--- src/rtl/fft_pkg.sv ---
// fft_pkg: shared FFT engine parameters, the twiddle sequencer state type and
// the twiddle ROM address rule. The tw_addr function is also used by the
// butterfly address generator, so both sides agree on which twiddle belongs to
// which (stage, butterfly) pair.
package fft_pkg;

    localparam int LOG2N   = 10;
    localparam int N       = 1 << LOG2N;
    localparam int ADDR_W  = LOG2N - 1;
    localparam int DATA_W  = 16;
    localparam int STAGE_W = 4;

    typedef enum logic [1:0] {
        ST_IDLE   = 2'd0,
        ST_PRIME  = 2'd1,
        ST_STREAM = 2'd2
    } tw_state_t;

    // Twiddle ROM address for butterfly b of stage s:
    //   (b & (2^s - 1)) << (LOG2N-1-s)
    // Stage 0 masks every bit away, so it always reads W^0 at address 0.
    function automatic logic [ADDR_W-1:0] tw_addr(input logic [STAGE_W-1:0] s,
                                                  input logic [ADDR_W-1:0]  b);
        logic [ADDR_W-1:0] mask;
        mask = ADDR_W'((32'd1 << s) - 32'd1);
        return (b & mask) << (ADDR_W - int'(s));
    endfunction

endpackage

--- src/rtl/tw_conj_sat.sv ---
// tw_conj_sat: conditional negate of the twiddle imaginary part, used to
// conjugate twiddles for the inverse transform.
//   conj     in   1       1 = output -img_in, 0 = pass img_in through
//   img_in   in   DATA_W  two's complement Q1.15 imaginary part from the ROM
//   img_out  out  DATA_W  possibly negated value; -1.0 negates to the largest
//                         positive code instead of wrapping back to -1.0
module tw_conj_sat
    import fft_pkg::*;
(
    input  logic              conj,
    input  logic [DATA_W-1:0] img_in,
    output logic [DATA_W-1:0] img_out
);

    localparam logic [DATA_W-1:0] MOST_NEG = {1'b1, {(DATA_W-1){1'b0}}};
    localparam logic [DATA_W-1:0] MOST_POS = {1'b0, {(DATA_W-1){1'b1}}};

    always_comb begin
        img_out = img_in;
        if (conj) begin
            if (img_in == MOST_NEG) begin
                img_out = MOST_POS;
            end else begin
                img_out = ~img_in + 1'b1;
            end
        end
    end

endmodule

--- src/rtl/twiddle_seq.sv ---
// twiddle_seq: read-side sequencer for the twiddle ROM of the radix-2 DIT FFT.
// On start it walks every (stage, butterfly) pair of the transform, drives the
// ROM address and presents each returned twiddle to the butterfly unit over a
// valid/ready stream, optionally conjugated for the inverse FFT.
//   clk, rst               clock, asynchronous active-high reset
//   start, inverse, abort  sequence control (start/inverse sampled in IDLE)
//   busy, done             status: busy for the whole sequence, done pulse at end
//   twiddle_addr           ROM address (ROM has one cycle of read latency)
//   twiddle_real_in/img_in ROM data
//   tw_real, tw_img        twiddle to the butterfly unit
//   tw_valid, tw_ready     stream handshake
//   stage_idx, bfly_idx    tags of the presented pair
//
// state  | meaning
// -------+--------------------------------------------------------------
// IDLE   | waiting for start, ROM address parked at 0
// PRIME  | address of pair (0,0) on the ROM, data not yet available
// STREAM | pair (stage_q, bfly_q) presented, one pair per cycle if ready
module twiddle_seq
    import fft_pkg::*;
(
    input  logic               clk,
    input  logic               rst,
    input  logic               start,
    input  logic               inverse,
    input  logic               abort,
    output logic               busy,
    output logic               done,
    output logic [ADDR_W-1:0]  twiddle_addr,
    input  logic [DATA_W-1:0]  twiddle_real_in,
    input  logic [DATA_W-1:0]  twiddle_img_in,
    output logic [DATA_W-1:0]  tw_real,
    output logic [DATA_W-1:0]  tw_img,
    output logic               tw_valid,
    input  logic               tw_ready,
    output logic [STAGE_W-1:0] stage_idx,
    output logic [ADDR_W-1:0]  bfly_idx
);

    localparam logic [ADDR_W-1:0]  BFLY_LAST  = {ADDR_W{1'b1}};
    localparam logic [STAGE_W-1:0] STAGE_LAST = STAGE_W'(LOG2N - 1);

    tw_state_t          state_q, state_d;
    logic [STAGE_W-1:0] stage_q, stage_d;
    logic [ADDR_W-1:0]  bfly_q, bfly_d;
    logic               inv_q, inv_d;
    logic               busy_q, busy_d;
    logic               done_q, done_d;
    logic               valid_q, valid_d;

    logic               fire;
    logic               last_pair;
    logic [STAGE_W-1:0] stage_nxt;
    logic [ADDR_W-1:0]  bfly_nxt;
    logic [ADDR_W-1:0]  addr_d;

    assign fire      = valid_q & tw_ready;
    assign last_pair = (stage_q == STAGE_LAST) && (bfly_q == BFLY_LAST);

    // Successor of the current pair. Past the final pair it folds back to
    // (0,0) so the lookahead address never evaluates an out-of-range stage.
    always_comb begin
        stage_nxt = stage_q;
        bfly_nxt  = bfly_q + 1'b1;
        if (bfly_q == BFLY_LAST) begin
            stage_nxt = stage_q + 1'b1;
        end
        if (last_pair) begin
            stage_nxt = '0;
            bfly_nxt  = '0;
        end
    end

    always_comb begin
        state_d = state_q;
        stage_d = stage_q;
        bfly_d  = bfly_q;
        inv_d   = inv_q;
        busy_d  = busy_q;
        done_d  = 1'b0;
        valid_d = valid_q;
        addr_d  = '0;

        case (state_q)
            ST_IDLE: begin
                if (start && !abort) begin
                    state_d = ST_PRIME;
                    stage_d = '0;
                    bfly_d  = '0;
                    inv_d   = inverse;
                    busy_d  = 1'b1;
                end
            end
            ST_PRIME: begin
                addr_d  = tw_addr(stage_q, bfly_q);
                state_d = ST_STREAM;
                valid_d = 1'b1;
            end
            ST_STREAM: begin
                // Lookahead: on a fire the ROM must already fetch the next
                // pair so its data lines up with the advanced tags; on a
                // stall the address is held so the ROM output stays put.
                addr_d = fire ? tw_addr(stage_nxt, bfly_nxt) : tw_addr(stage_q, bfly_q);
                if (fire) begin
                    stage_d = stage_nxt;
                    bfly_d  = bfly_nxt;
                    if (last_pair) begin
                        state_d = ST_IDLE;
                        valid_d = 1'b0;
                        busy_d  = 1'b0;
                        done_d  = 1'b1;
                    end
                end
            end
            default: begin
                state_d = ST_IDLE;
                valid_d = 1'b0;
                busy_d  = 1'b0;
            end
        endcase

        // Abort overrides everything, including completion of the last pair.
        if (abort && (state_q != ST_IDLE)) begin
            state_d = ST_IDLE;
            stage_d = '0;
            bfly_d  = '0;
            valid_d = 1'b0;
            busy_d  = 1'b0;
            done_d  = 1'b0;
        end
    end

    always_ff @(posedge clk or posedge rst) begin
        if (rst) begin
            state_q <= ST_IDLE;
            stage_q <= '0;
            bfly_q  <= '0;
            inv_q   <= 1'b0;
            busy_q  <= 1'b0;
            done_q  <= 1'b0;
            valid_q <= 1'b0;
        end else begin
            state_q <= state_d;
            stage_q <= stage_d;
            bfly_q  <= bfly_d;
            inv_q   <= inv_d;
            busy_q  <= busy_d;
            done_q  <= done_d;
            valid_q <= valid_d;
        end
    end

    tw_conj_sat u_conj (
        .conj    (inv_q),
        .img_in  (twiddle_img_in),
        .img_out (tw_img)
    );

    assign tw_real      = twiddle_real_in;
    assign twiddle_addr = addr_d;
    assign busy         = busy_q;
    assign done         = done_q;
    assign tw_valid     = valid_q;
    assign stage_idx    = stage_q;
    assign bfly_idx     = bfly_q;

endmodule

--- config.mk ---
export PLATFORM = sky130hd
export DESIGN_NAME = twiddle_seq
export DESIGN_NICKNAME = d
export VERILOG_FILES = /design/src/rtl/fft_pkg.sv /design/src/rtl/tw_conj_sat.sv /design/src/rtl/twiddle_seq.sv
export SDC_FILE = /design/constraint.sdc
export NUM_CORES = 1
export LEC_CHECK = 0
export ABC_AREA = 1
export BUFFER_PORTS_ARGS = -buffer_cell sky130_fd_sc_hd__buf_2
export CAP_MARGIN = 20
export CORE_UTILIZATION = 57
export DETAILED_ROUTE_END_ITERATION = 10
export PLACE_DENSITY = 0.87
export SETUP_SLACK_MARGIN = 0.02
export SYNTH_ARGS = -nofsm -noshare
export SYNTH_HDL_FRONTEND = slang
export SYNTH_HIERARCHICAL = 1
export SYNTH_SLANG_ARGS = --single-unit
--- constraint.sdc ---
create_clock -name clk -period 4.8 [get_ports clk]
set_input_delay 0.24 -clock clk [delete_from_list [all_inputs] [get_ports clk]]
set_output_delay 0.24 -clock clk [all_outputs]
set_load 0.005 [all_outputs]
==> results.md <==
* Outcome: complete, no violations
* Post-synth ARST share at 1.00
* DR vias/cell at 5.70
* Predominant post-synthesis flop cell: dfrtp_1
* Root Driver: clkbuf_8
* Setup TNS at 0 ns
* Minimum setup slack among reg-to-reg paths at 2.18 ns
* Total Routing Usage GR at 0.309
* Slowest stage delay, CP at 0.42 ns
* Largest family of logic cells by synthesized area: simple AND/OR/NAND/NOR gates
* Slew @ Worst Pin at approximately 0.78 ns
* Synth unique cells at 38
* DR WL/cell at between 10 and 15 µm
* Vias at between 3000 and 4000
* Syn-to-layout area delta at 8.78%
* Worst Setup SP: bfly_idx[0]
* Post-CTS sizing at 0
* Die area at 0.00577 mm²
* Drt first pass iters at 5
* Detailed Route WL at 8.74 mm
* Final setup fails at 0
* CP bufs+invs at 5
* Crit end category: output pin
* Pins Over Slew Limit at 0
* Commonest non-fill, non-tap cell in the layout: nand2_1
* Max-cap violations at 0
* RSZ-0062 raised after global routing: no
* Most frequent cells in the layout: nand2_1, nand3_1, inv_1
* Most frequent CP cell: nand2_1
* GPL Wtd Cong at around 1.0
* Slew margin rel. at 0.477
* # placed instances at between 600 and 700
* Num CTS Buffers at 3
* Final Cycle Share at 0.880
* Compound-cell area share of the yosys netlist at 0.127
* Critical Path Fanout Max at 14
* Final hold vios at 0
* Fin crit period at 4.22 ns
* Largest net degree at the start of global routing at 21
* Share of layout cells above drive strength 1 at 0.181
* Post-synthesis mux area share at 0.00682
* Yosys warns at 6
* Number of I/O pins at 95
* Simple-gate portion of the synthesized area at 0.466
* Mapped Cells at 535
* PD cells at 243 mW/mm²
* Flops & latches, synth at 19
* Register area share after synthesis at 0.152
* Hold buffers post-CTS at 0
* Initial antenna violation count at 0
* CTS tree: done
* Global-route wire length before repair at 14.8 mm
* Post-CTS setup buffer count at 0
* Initial Utilization at 0.600
* Non-filler instance count after layout at 644
* Mapped cell area at 0.00312 mm²
* Post-synth EDFFs at 0
* Critical path data required time at 4.56 ns
* Die H at 76.0 µm
* Syn_area_per_cell at 5.83 µm²
* Core Rows at 26
* Fill count at 517
* Worst hold path class: in -> async
* Setup CP Type: reg -> out
* Critical path depth at 25
* CP Launch Type: register
* Cell at the slowest stage of the critical path: dfrtp_1
* Number of global-route vias before repair at 3295
* Syn_nets at between 500 and 600
* Overflow after GRT at 0
* Clock tree buffer depth at 2
* VDD IR-drop max at 0.282 mV
* FF-to-FF Start: bfly_idx[0]
* CORE AREA at 0.00520 mm²
* Xor/xnor share of the synthesized area at 0.0281
* Clock slew at reported path FFs at 0.08 ns
* Synth Area in Adders at 0.0722
* Crit-path leading delay family: simple AND/OR/NAND/NOR gates
* Cells on worst reg2reg path at 13
* Lkg Pwr at 1.82 nW
* Final ANT Viol Nets at 0
* Die W at 76.0 µm
* DRC at 0
* H-tree levels at 1
* Initial DRC Count at around 270
* Worst-Skew Late Latency at 0.27 ns
* Clk_skew at around 0.0054 ns
* IO Port Bufs at slightly above 60
* Antenna Cells at 0
* Clk sinks at 19
* Final nets at 631
* Crit path DAT at ~4.0 ns
* Max Fclk at approximately 240 MHz
* Post-DP HPWL at 7.12 mm
==> layout make-up <==
| cell class | count | area, µm² | share of cell area |
|---|---|---|---|
| flip-flops and latches | 19 | 475 | 0.140 |
| repair buffers | 65 | 333 | 0.0980 |
| multi-input cells | 415 | 2180 | 0.643 |
| well taps | 70 | 87.6 | 0.0258 |
| clock buffers | 3 | 41.3 | 0.0122 |
| inverters | 71 | 267 | 0.0785 |
| clock inverters | 1 | 7.51 | 0.00221 |
==> cell usage after synthesis (4+ instances only) <==
cell,instances,area (µm²)
nand2_2,8,50.1
nor2_2,6,37.5
ha_1,18,225
inv_1,66,248
nand3_2,8,80.1
dfrtp_1,19,475
nand4_1,14,87.6
buf_4,19,143
xor2_1,8,70.1
nor3_1,6,30.0
o22ai_1,13,81.3
inv_2,4,15.0
or2_1,4,25.0
nand3_1,72,360
o21ai_1,8,40.0
clkbuf_1,7,26.3
o21ai_0,20,100
nand2_1,143,537
nor2_1,50,188
a21oi_1,17,85.1
==> cells by family (layout without fill, tap and decap cells) <==
group / after synthesis / in the layout
fa+ha+maj: 18 / 18
mux: 2 / 2
buf+inv: 101 / 140
flops: 19 / 19
xor+xnor: 10 / 10
compound gates: 68 / 68
simple gates: 317 / 317
==> stage by stage <==
| stage | setup WS, ns | utilization | area (µm²) | hold WS (ns) | power [W] |
|---|---|---|---|---|---|
| floorplan | 1.60 | - | 3120 | 0.191 | 0.000556 |
| global placement | 1.09 | 0.643 | 3350 | 0.393 | 0.000685 |
| detailed placement | 0.945 | 0.643 | 3350 | 0.419 | 0.000696 |
| CTS | 0.623 | 0.652 | 3390 | 0.135 | 0.000816 |
| global route | 0.201 | 0.652 | 3390 | 0.167 | 0.000893 |
| finish | 0.575 | 0.652 | 3390 | 0.107 | 0.000823 |
==> worst register-to-register path: cells and delay by family (launching register included) <==
kind | cells | cell delay, ns
compound gates | 3 | 0.41
fa+ha+maj | 2 | 0.54
flops | 1 | 0.42
simple gates | 8 | 1.13
==> routing by layer <==
layer	GRT usage	up-vias	part of all wire
met5	0	-	0
met4	0.137	0	0.035
met3	0.0192	30	0.052
met2	0.537	131	0.48
met1	0.393	1685	0.43
li1	-	1824	-
==> path summary, 6_finish.rpt <==
| path | endpoint |
|---|---|
| min in group clk | inv_q |
| setup reg to reg | busy |
| hold reg to reg | busy |
| max in group asynchronous | stage_idx[1] |
| hold / removal | stage_idx[0] |
| setup / recovery | twiddle_addr[6] |
==> state kept, by name, summed over array words and instances (netlist names) <==
| register | cells |
|---|---|
| inv_q | 1 |
| tw_valid | 1 |
| stage_idx | 4 |
| busy | 1 |
| bfly_idx | 9 |
| state_q | 2 |
| done | 1 |
==> report_power, final <==
| part | total (W) | internal [W] | switching (W) |
|---|---|---|---|
| logic | 0.000479 | 0.000182 | 0.000297 |
| clock network | 0.000120 | 0.0000587 | 0.0000616 |
| registers | 0.000224 | 0.000184 | 0.0000402 |
Note: power is estimated with default switching activity, not from simulation.
